## src/rtl/traffic_pkg.sv

```systemverilog
// Shared light encodings, controller states and per-state durations for the
// phased traffic controller.
package traffic_pkg;

    localparam logic [2:0] LIGHT_GREEN  = 3'b010;
    localparam logic [2:0] LIGHT_YELLOW = 3'b110;
    localparam logic [2:0] LIGHT_RED    = 3'b100;
    localparam logic [2:0] LIGHT_OFF    = 3'b000;

    typedef enum logic [2:0] {
        ST_GREEN     = 3'd0,
        ST_YELLOW    = 3'd1,
        ST_ALL_RED   = 3'd2,
        ST_PED_WALK  = 3'd3,
        ST_PED_FLASH = 3'd4,
        ST_MAINT     = 3'd5
    } state_t;

    // Seconds spent in each timed state; MAINT is untimed and exits on its input.
    function automatic logic [7:0] state_secs(input state_t s,
                                              input logic [7:0] g, y, a, w, f);
        case (s)
            ST_GREEN:     return g;
            ST_YELLOW:    return y;
            ST_ALL_RED:   return a;
            ST_PED_WALK:  return w;
            ST_PED_FLASH: return f;
            default:      return 8'd1;
        endcase
    endfunction

endpackage

```

## src/rtl/traffic_tick_gen.sv

```systemverilog
// Cycle and second counters for the traffic controller; cleared on every
// state change and frozen while a preempted green is being held.
module traffic_tick_gen #(
    parameter int unsigned CYCLES_PER_SEC = 8
) (
    input  logic       clk,
    input  logic       rst,
    input  logic       i_clr,
    input  logic       i_hold,
    output logic       o_sec_tick_c,
    output logic [7:0] o_sec,
    output logic [1:0] o_quarter_c,
    output logic       o_half_c
);

    localparam int unsigned CW = (CYCLES_PER_SEC > 1) ? $clog2(CYCLES_PER_SEC) : 1;
    localparam logic [CW-1:0] CYC_LAST = CW'(CYCLES_PER_SEC - 1);
    localparam logic [CW-1:0] CYC_QTR  = CW'(CYCLES_PER_SEC / 4);
    localparam logic [CW-1:0] CYC_HALF = CW'(CYCLES_PER_SEC / 2);

    logic [CW-1:0] r_cyc;
    logic [7:0]    r_sec;
    logic          w_wrap;

    assign w_wrap = (r_cyc == CYC_LAST);

    always_ff @(posedge clk) begin
        if (rst || i_clr) begin
            r_cyc <= '0;
            r_sec <= '0;
        end else if (!i_hold) begin
            if (w_wrap) begin
                r_cyc <= '0;
                r_sec <= r_sec + 8'd1;
            end else begin
                r_cyc <= r_cyc + CW'(1);
            end
        end
    end

    // A held counter must not produce a tick, or a frozen green could expire.
    assign o_sec_tick_c = w_wrap && !i_hold;
    assign o_sec        = r_sec;
    assign o_quarter_c  = 2'(r_cyc / CYC_QTR);
    assign o_half_c     = (r_cyc >= CYC_HALF);

endmodule

```

## src/rtl/traffic_phased.sv

```systemverilog
// Multi-phase traffic controller with latched pedestrian crossing, per-phase
// emergency preemption and flashing-red maintenance mode.
module traffic_phased
    import traffic_pkg::*;
#(
    parameter int unsigned CYCLES_PER_SEC = 125000000,
    parameter int unsigned NUM_PHASES     = 2,
    parameter int unsigned GREEN_SEC      = 3,
    parameter int unsigned YELLOW_SEC     = 2,
    parameter int unsigned ALLRED_SEC     = 1,
    parameter int unsigned PED_WALK_SEC   = 2,
    parameter int unsigned PED_FLASH_SEC  = 2,
    localparam int unsigned PW = (NUM_PHASES > 2) ? 2 : 1
) (
    input  logic                    clk,
    input  logic                    rst,
    input  logic                    i_maintenance,
    input  logic [3:0]              i_ped_buttons,
    input  logic [NUM_PHASES-1:0]   i_preempt,
    output logic [3*NUM_PHASES-1:0] o_lights,
    output logic                    o_light_ped,
    output logic [PW-1:0]           o_phase
);

    if (CYCLES_PER_SEC < 4 || (CYCLES_PER_SEC % 4) != 0 ||
        NUM_PHASES < 2 || NUM_PHASES > 4 ||
        GREEN_SEC < 1 || GREEN_SEC > 255 || YELLOW_SEC < 1 || YELLOW_SEC > 255 ||
        ALLRED_SEC < 1 || ALLRED_SEC > 255 || PED_WALK_SEC < 1 || PED_WALK_SEC > 255 ||
        PED_FLASH_SEC < 1 || PED_FLASH_SEC > 255) begin : g_param_check
        $error("traffic_phased: parameter out of range");
    end

    localparam logic [PW-1:0] LAST_PHASE = PW'(NUM_PHASES - 1);

    state_t        r_state, w_state_nxt;
    logic [PW-1:0] r_p, w_p_nxt, r_nxt, w_nxt_nxt, w_q, w_p_inc;
    logic          r_ped_req, w_ped_req_nxt, r_ped_go, w_ped_go_nxt;
    logic          w_pre_any, w_exit, w_clr, w_hold, w_sec_tick, w_half;
    logic [7:0]    w_sec, w_dur;
    logic [1:0]    w_quarter;
    logic [2:0]    w_sel, w_others;

    traffic_tick_gen #(.CYCLES_PER_SEC(CYCLES_PER_SEC)) u_tick (
        .clk          (clk),
        .rst          (rst),
        .i_clr        (w_clr),
        .i_hold       (w_hold),
        .o_sec_tick_c (w_sec_tick),
        .o_sec        (w_sec),
        .o_quarter_c  (w_quarter),
        .o_half_c     (w_half)
    );

    // Lowest-index preempt request wins.
    always_comb begin
        w_q = '0;
        for (int k = int'(NUM_PHASES) - 1; k >= 0; k--) begin
            if (i_preempt[k]) w_q = PW'(k);
        end
    end

    assign w_pre_any = |i_preempt;
    assign w_p_inc   = (r_p == LAST_PHASE) ? '0 : r_p + PW'(1);
    assign w_dur     = state_secs(r_state, 8'(GREEN_SEC), 8'(YELLOW_SEC), 8'(ALLRED_SEC),
                                  8'(PED_WALK_SEC), 8'(PED_FLASH_SEC));
    assign w_exit    = w_sec_tick && (w_sec == w_dur - 8'd1);
    assign w_hold    = (r_state == ST_GREEN) && w_pre_any && (w_q == r_p);
    assign w_clr     = (w_state_nxt != r_state);

    always_ff @(posedge clk) begin
        if (rst) begin
            r_state   <= ST_GREEN;
            r_p       <= '0;
            r_nxt     <= '0;
            r_ped_req <= 1'b0;
            r_ped_go  <= 1'b0;
        end else begin
            r_state   <= w_state_nxt;
            r_p       <= w_p_nxt;
            r_nxt     <= w_nxt_nxt;
            r_ped_req <= w_ped_req_nxt;
            r_ped_go  <= w_ped_go_nxt;
        end
    end

    always_comb begin
        w_state_nxt   = r_state;
        w_p_nxt       = r_p;
        w_nxt_nxt     = r_nxt;
        w_ped_go_nxt  = r_ped_go;
        w_ped_req_nxt = r_ped_req | (|i_ped_buttons);
        if (i_maintenance) begin
            w_state_nxt   = ST_MAINT;
            w_ped_req_nxt = 1'b0;
        end else begin
            case (r_state)
                ST_GREEN: begin
                    if ((w_pre_any && w_q != r_p) || w_exit) w_state_nxt = ST_YELLOW;
                end
                ST_YELLOW: begin
                    if (w_exit) begin
                        w_state_nxt  = ST_ALL_RED;
                        w_nxt_nxt    = w_pre_any ? w_q : w_p_inc;
                        w_ped_go_nxt = !w_pre_any && r_ped_req && (r_p == LAST_PHASE);
                    end
                end
                ST_ALL_RED: begin
                    if (w_exit) begin
                        if (w_pre_any) begin
                            w_state_nxt = ST_GREEN;
                            w_p_nxt     = w_q;
                        end else if (r_ped_go) begin
                            // A press on this very cycle survives the clear.
                            w_state_nxt   = ST_PED_WALK;
                            w_ped_req_nxt = |i_ped_buttons;
                        end else begin
                            w_state_nxt = ST_GREEN;
                            w_p_nxt     = r_nxt;
                        end
                    end
                end
                ST_PED_WALK, ST_PED_FLASH: begin
                    if (w_pre_any) begin
                        w_state_nxt  = ST_ALL_RED;
                        w_nxt_nxt    = w_q;
                        w_ped_go_nxt = 1'b0;
                    end else if (w_exit) begin
                        if (r_state == ST_PED_WALK) begin
                            w_state_nxt = ST_PED_FLASH;
                        end else begin
                            w_state_nxt  = ST_GREEN;
                            w_p_nxt      = '0;
                            w_ped_go_nxt = 1'b0;
                        end
                    end
                end
                ST_MAINT: begin
                    w_state_nxt  = ST_ALL_RED;
                    w_nxt_nxt    = '0;
                    w_ped_go_nxt = 1'b0;
                end
                default: w_state_nxt = ST_GREEN;
            endcase
        end
    end

    always_comb begin
        w_sel       = LIGHT_RED;
        w_others    = LIGHT_RED;
        o_light_ped = 1'b0;
        case (r_state)
            ST_GREEN:     w_sel = LIGHT_GREEN;
            ST_YELLOW:    w_sel = LIGHT_YELLOW;
            ST_PED_WALK:  o_light_ped = 1'b1;
            ST_PED_FLASH: o_light_ped = (w_quarter == 2'd1) || (w_quarter == 2'd3);
            ST_MAINT: begin
                w_sel    = w_half ? LIGHT_OFF : LIGHT_RED;
                w_others = w_half ? LIGHT_OFF : LIGHT_RED;
            end
            default: ;
        endcase
        o_lights = '0;
        for (int k = 0; k < int'(NUM_PHASES); k++) begin
            o_lights[3*k +: 3] = (PW'(k) == r_p) ? w_sel : w_others;
        end
    end

    assign o_phase = r_p;

endmodule

```

## config.mk

```make
export PLATFORM = sky130hd
export DESIGN_NAME = traffic_phased
export DESIGN_NICKNAME = d
export VERILOG_FILES = /design/src/rtl/traffic_pkg.sv /design/src/rtl/traffic_tick_gen.sv /design/src/rtl/traffic_phased.sv
export SDC_FILE = /design/constraint.sdc
export NUM_CORES = 1
export LEC_CHECK = 0
export CAP_MARGIN = 20
export CORE_MARGIN = 3
export CORE_UTILIZATION = 40
export DETAILED_ROUTE_END_ITERATION = 8
export PLACE_DENSITY = 0.52
export REMOVE_ABC_BUFFERS = 1
export SLEW_MARGIN = 20
export SYNTH_ARGS = -nofsm -noshare
export SYNTH_HDL_FRONTEND = slang
export SYNTH_HIERARCHICAL = 1
export SYNTH_SLANG_ARGS = --single-unit
```

## constraint.sdc

```tcl
create_clock -name clk -period 6.25 [get_ports clk]
set_clock_uncertainty 0.1 [all_clocks]
set_input_delay 1.5625 -clock clk [delete_from_list [all_inputs] [get_ports clk]]
set_output_delay 1.5625 -clock clk [all_outputs]
set_load 0.01 [all_outputs]
```

==> impl_metrics.tcl <==
set metrics [dict create \
    num_rows 35 \
    powerDensity_mw_per_mm2 114 \
    combPwrFrac_pct 12.4 \
    clock_latency_ns 0.30 \
    syn_inst 540 \
    grt_max_degree 27 \
    clk_root_buffer_cell "clkbuf_8" \
    final_area_sq_mm 0.00445 \
    setup_slack_ns 0.324 \
    clock_path_buffers 2 \
    cts_setup_buffers 0 \
    cp_num_buf_inv 3 \
    wl_per_cell_microns 16.4 \
    pin_count 17 \
    p_sw_share_pct 26.8 \
    antennaDiodeCount 0 \
    gr-total-overflow 0 \
    min_path_type "flip-flop to flip-flop" \
    ir_worst_vdd_mv 0.0755 \
    critPathCapture "o_light_ped" \
    nets 565 \
    path_clk_slew_ns 0.08 \
    synth_cell_type_count 80 \
    dpl_cell_area_sq_mm 0.00435 \
    endpoint_kind "output pin" \
    crit_type "flip-flop to output pin" \
    syn2layout_area_growth_pct 12.1 \
    port_buffers 14 \
    num_vias 3985 \
    cts_tree "done" \
    p_sw_mw 0.136 \
    yosys-top-cells-area "dfxtp_1, nor2_1, xnor2_1" \
    finalWirelength_microns 11200 \
    final_cells 682 \
    reg2reg_depth 15 \
    dieWidth_microns 106 \
    p_int_mw 0.372 \
    yosysTopAreaCell "dfxtp_1" \
    worstSetupPathDepth 16 \
    maxSlewViolCount 0 \
    via_per_inst 5.84 \
    drt_pass1_iterations 5 \
    synth-main-ff-cell "dfxtp_1" \
    timing.rr.start "r_state[1]" \
    r2r-end "u_tick/r_cyc[20]" \
    hold_viol_final 0 \
    startpoint_type "flip-flop" \
    syn_avg_cell_area_sq_um 7.35 \
    crit_arrival_ns 4.26 \
    slew_headroom_pct 50.6 \
    fin_setup_tns_ns 0 \
    power_frac_seq_pct 53.8 \
    dieHeight_microns 106 \
    grt_antenna_before_repair 0 \
    crit_path_max_fanout 10 \
    crit_family "simple AND/OR/NAND/NOR gates" \
    post-place-ws_ns 0.198 \
    synth_seq_area_share_pct 21.2 \
    first_global_vias 3627 \
    cts-buffers-inserted 5 \
    start_util_pct 42.0 \
    grt_pass1_wl_microns 18500 \
    r2r_setup_slack_ns 1.40 \
    p_leak_nw 1.53 \
    synth_warnings 6 \
    worstSetupStartpoint "u_tick/r_cyc[23]" \
    netlist_area_sq_mm 0.00397 \
    synth_seq_cells 42 \
    grt_util_all_layers_pct 20.1 \
    drc 0 \
    ant_nets 0 \
    slowest_delay_ns 0.52 \
    core_sq_mm 0.00946 \
    post-route-util_pct 47.0 \
    maxCapViolCount 0 \
    hpwl_microns 8260 \
    postCtsHoldBufs 0 \
    rsz0062_at_grt "no" \
    async_reset_ff_share_pct 0 \
    gp_congestion 0.936 \
    tightest_slew_ns 0.741 \
    drive_gt1_share_pct 15.0 \
    synth_edf_count 0 \
    cp.required_ns 4.59 \
    clock_sinks 42 \
    slowest_stage "or4b_1" \
    placed_cells 675 \
    drt-initial-drc-count 354 \
    fin_crit_sh_pct 94.8 \
    status "completed" \
    cp_cell_sequence "nand3b_1 > or3_1 > a22o_2 > or4b_1 > and3_4 > nor4_4 > nor2_4 > clkinv_4 > a32oi_4 > a2111oi_4 > a311oi_1 > o32ai_1 > buf_4 > nand2_1 > o21ai_1 > dlygate4sd2_1" \
    dieArea_sq_mm 0.0112 \
    max_freq_mhz 169 \
    synth_top_area_share_pct 21.2 \
    finalCriticalPeriod_ns 5.93 \
    p_clk_share_pct 33.7 \
    finalSetupViolations 0 \
    cts_max_level 2 \
]
[worst register-to-register path, cell delays in order (launching register included)]
cell and delay (ns):
dfxtp_1 0.80, or3_1 0.27, nor2_1 0.12, nor2b_1 0.16
nand3_1 0.12, or2_2 0.34, nor4b_1 0.52, nor4b_1 0.27
nand2_1 0.18, a21oi_1 0.29, mux2_2 0.41, nand3_1 0.09
o211ai_1 0.08, or2_2 0.32, or2_2 0.52, a21oi_1 0.20
[how the worst min path moves through the flow]
stage / from / endpoint / slack, ns / cells past startpoint
after CTS: r_ped_req / r_ped_req / 0.40 / 2
after floorplan: r_ped_req / r_ped_req / 0.35 / 2
after global placement: u_tick/o_sec[7] / u_tick/o_sec[7] / 0.37 / 2
final: r_ped_req / r_ped_req / 0.41 / 2
after detailed placement: r_ped_req / r_ped_req / 0.38 / 2
after global routing: r_ped_req / r_ped_req / 0.44 / 2
[power by group through the flow]
stage	combinational, mW	clock, mW	sequential, mW
5_1_grt	0.0703	0.192	0.274
2_1_floorplan	0.0344	0	0.282
3_5_place_dp	0.0628	0	0.280
6_report	0.0630	0.171	0.273
3_3_place_gp	0.0623	0	0.279
4_1_cts	0.0631	0.179	0.273
[flip-flops by register name, summed over array words and instances, names as in the netlist]
name          cells
o_phase           1
r_state           3
r_ped_go          1
r_nxt             1
r_ped_req         1
u_tick/r_cyc     27
u_tick/o_sec      8
[layout make-up]
| cell class | count | area (sq um) |
|---|---|---|
| Clock inverter | 2 | 10.0 |
| Fill cell | 1013 | 5010 |
| Tap cell | 129 | 161 |
| Multi-Input combinational cell | 436 | 2850 |
| Sequential cell | 42 | 843 |
| Timing Repair Buffer | 58 | 469 |
| Clock buffer | 5 | 68.8 |
| Inverter | 10 | 42.5 |
[per-stage QoR]
step	power (mW)	hold WS (ns)
after floorplan	0.317	0.355
after global placement	0.342	0.373
after detailed placement	0.342	0.379
after CTS	0.515	0.402
after global routing	0.536	0.442
final	0.508	0.406
[synth_stat cells, types with 8 or more instances]
master / n
nor2_1: 63
dfxtp_1: 42
nand2_1: 40
o21ai_0: 34
clkbuf_1: 28
a21oi_1: 24
xnor2_1: 23
xor2_1: 23
nand3_1: 16
nor3_1: 16
nand4_1: 13
a211oi_1: 10
buf_2: 10
or3_1: 10
inv_1: 9
mux2i_1: 8
nor2b_1: 8
nor4_1: 8
[routing by layer]
metal,vias up,wire length [microns],GRT usage [%]
li1,1978,-,-
met1,1898,5750,30.4
met2,99,4810,30.0
met3,10,503,3.43
met4,0,95,3.61
met5,-,0,0
[logic make-up after synthesis]
kind of cell / count (synthesis) / synth area share [%]
AO/OA/AOI/OAI: 137 / 24.5
XOR/XNOR: 46 / 10.1
adder cells (fa/ha/maj): 3 / 0.946
buffers and inverters: 63 / 7.53
flip-flops: 42 / 21.2
multiplexers: 13 / 3.44
other: 1 / 0.0945
AND/OR/NAND/NOR: 235 / 32.1
[placed cells by master, fill, tap and decap left out, types with 7 or more instances in the layout]
| master | count |
|---|---|
| nand4_1 | 13 |
| inv_1 | 9 |
| a21oi_1 | 24 |
| a211oi_1 | 9 |
| nor4_1 | 8 |
| and2_1 | 7 |
| nand3_1 | 16 |
| xor2_1 | 23 |
| dfxtp_1 | 40 |
| clkdlybuf4s50_1 | 13 |
| xnor2_1 | 23 |
| and3_1 | 7 |
| nand2b_1 | 7 |
| o21ai_0 | 33 |
| mux2i_1 | 8 |
| buf_4 | 44 |
| nor2_1 | 63 |
| nor3_1 | 16 |
| a31oi_1 | 7 |
| nor2b_1 | 8 |
| or3_1 | 10 |
| nand2_1 | 40 |
[what timing repair did]
| item | in CTS | in global routing |
|---|---|---|
| gates resized for setup | 5 | 3 |
| cloned | 0 | 0 |
| setup endpoints to repair | 1 | 1 |
| pin swaps | 0 | 1 |
(Power assumes the default switching activity.)
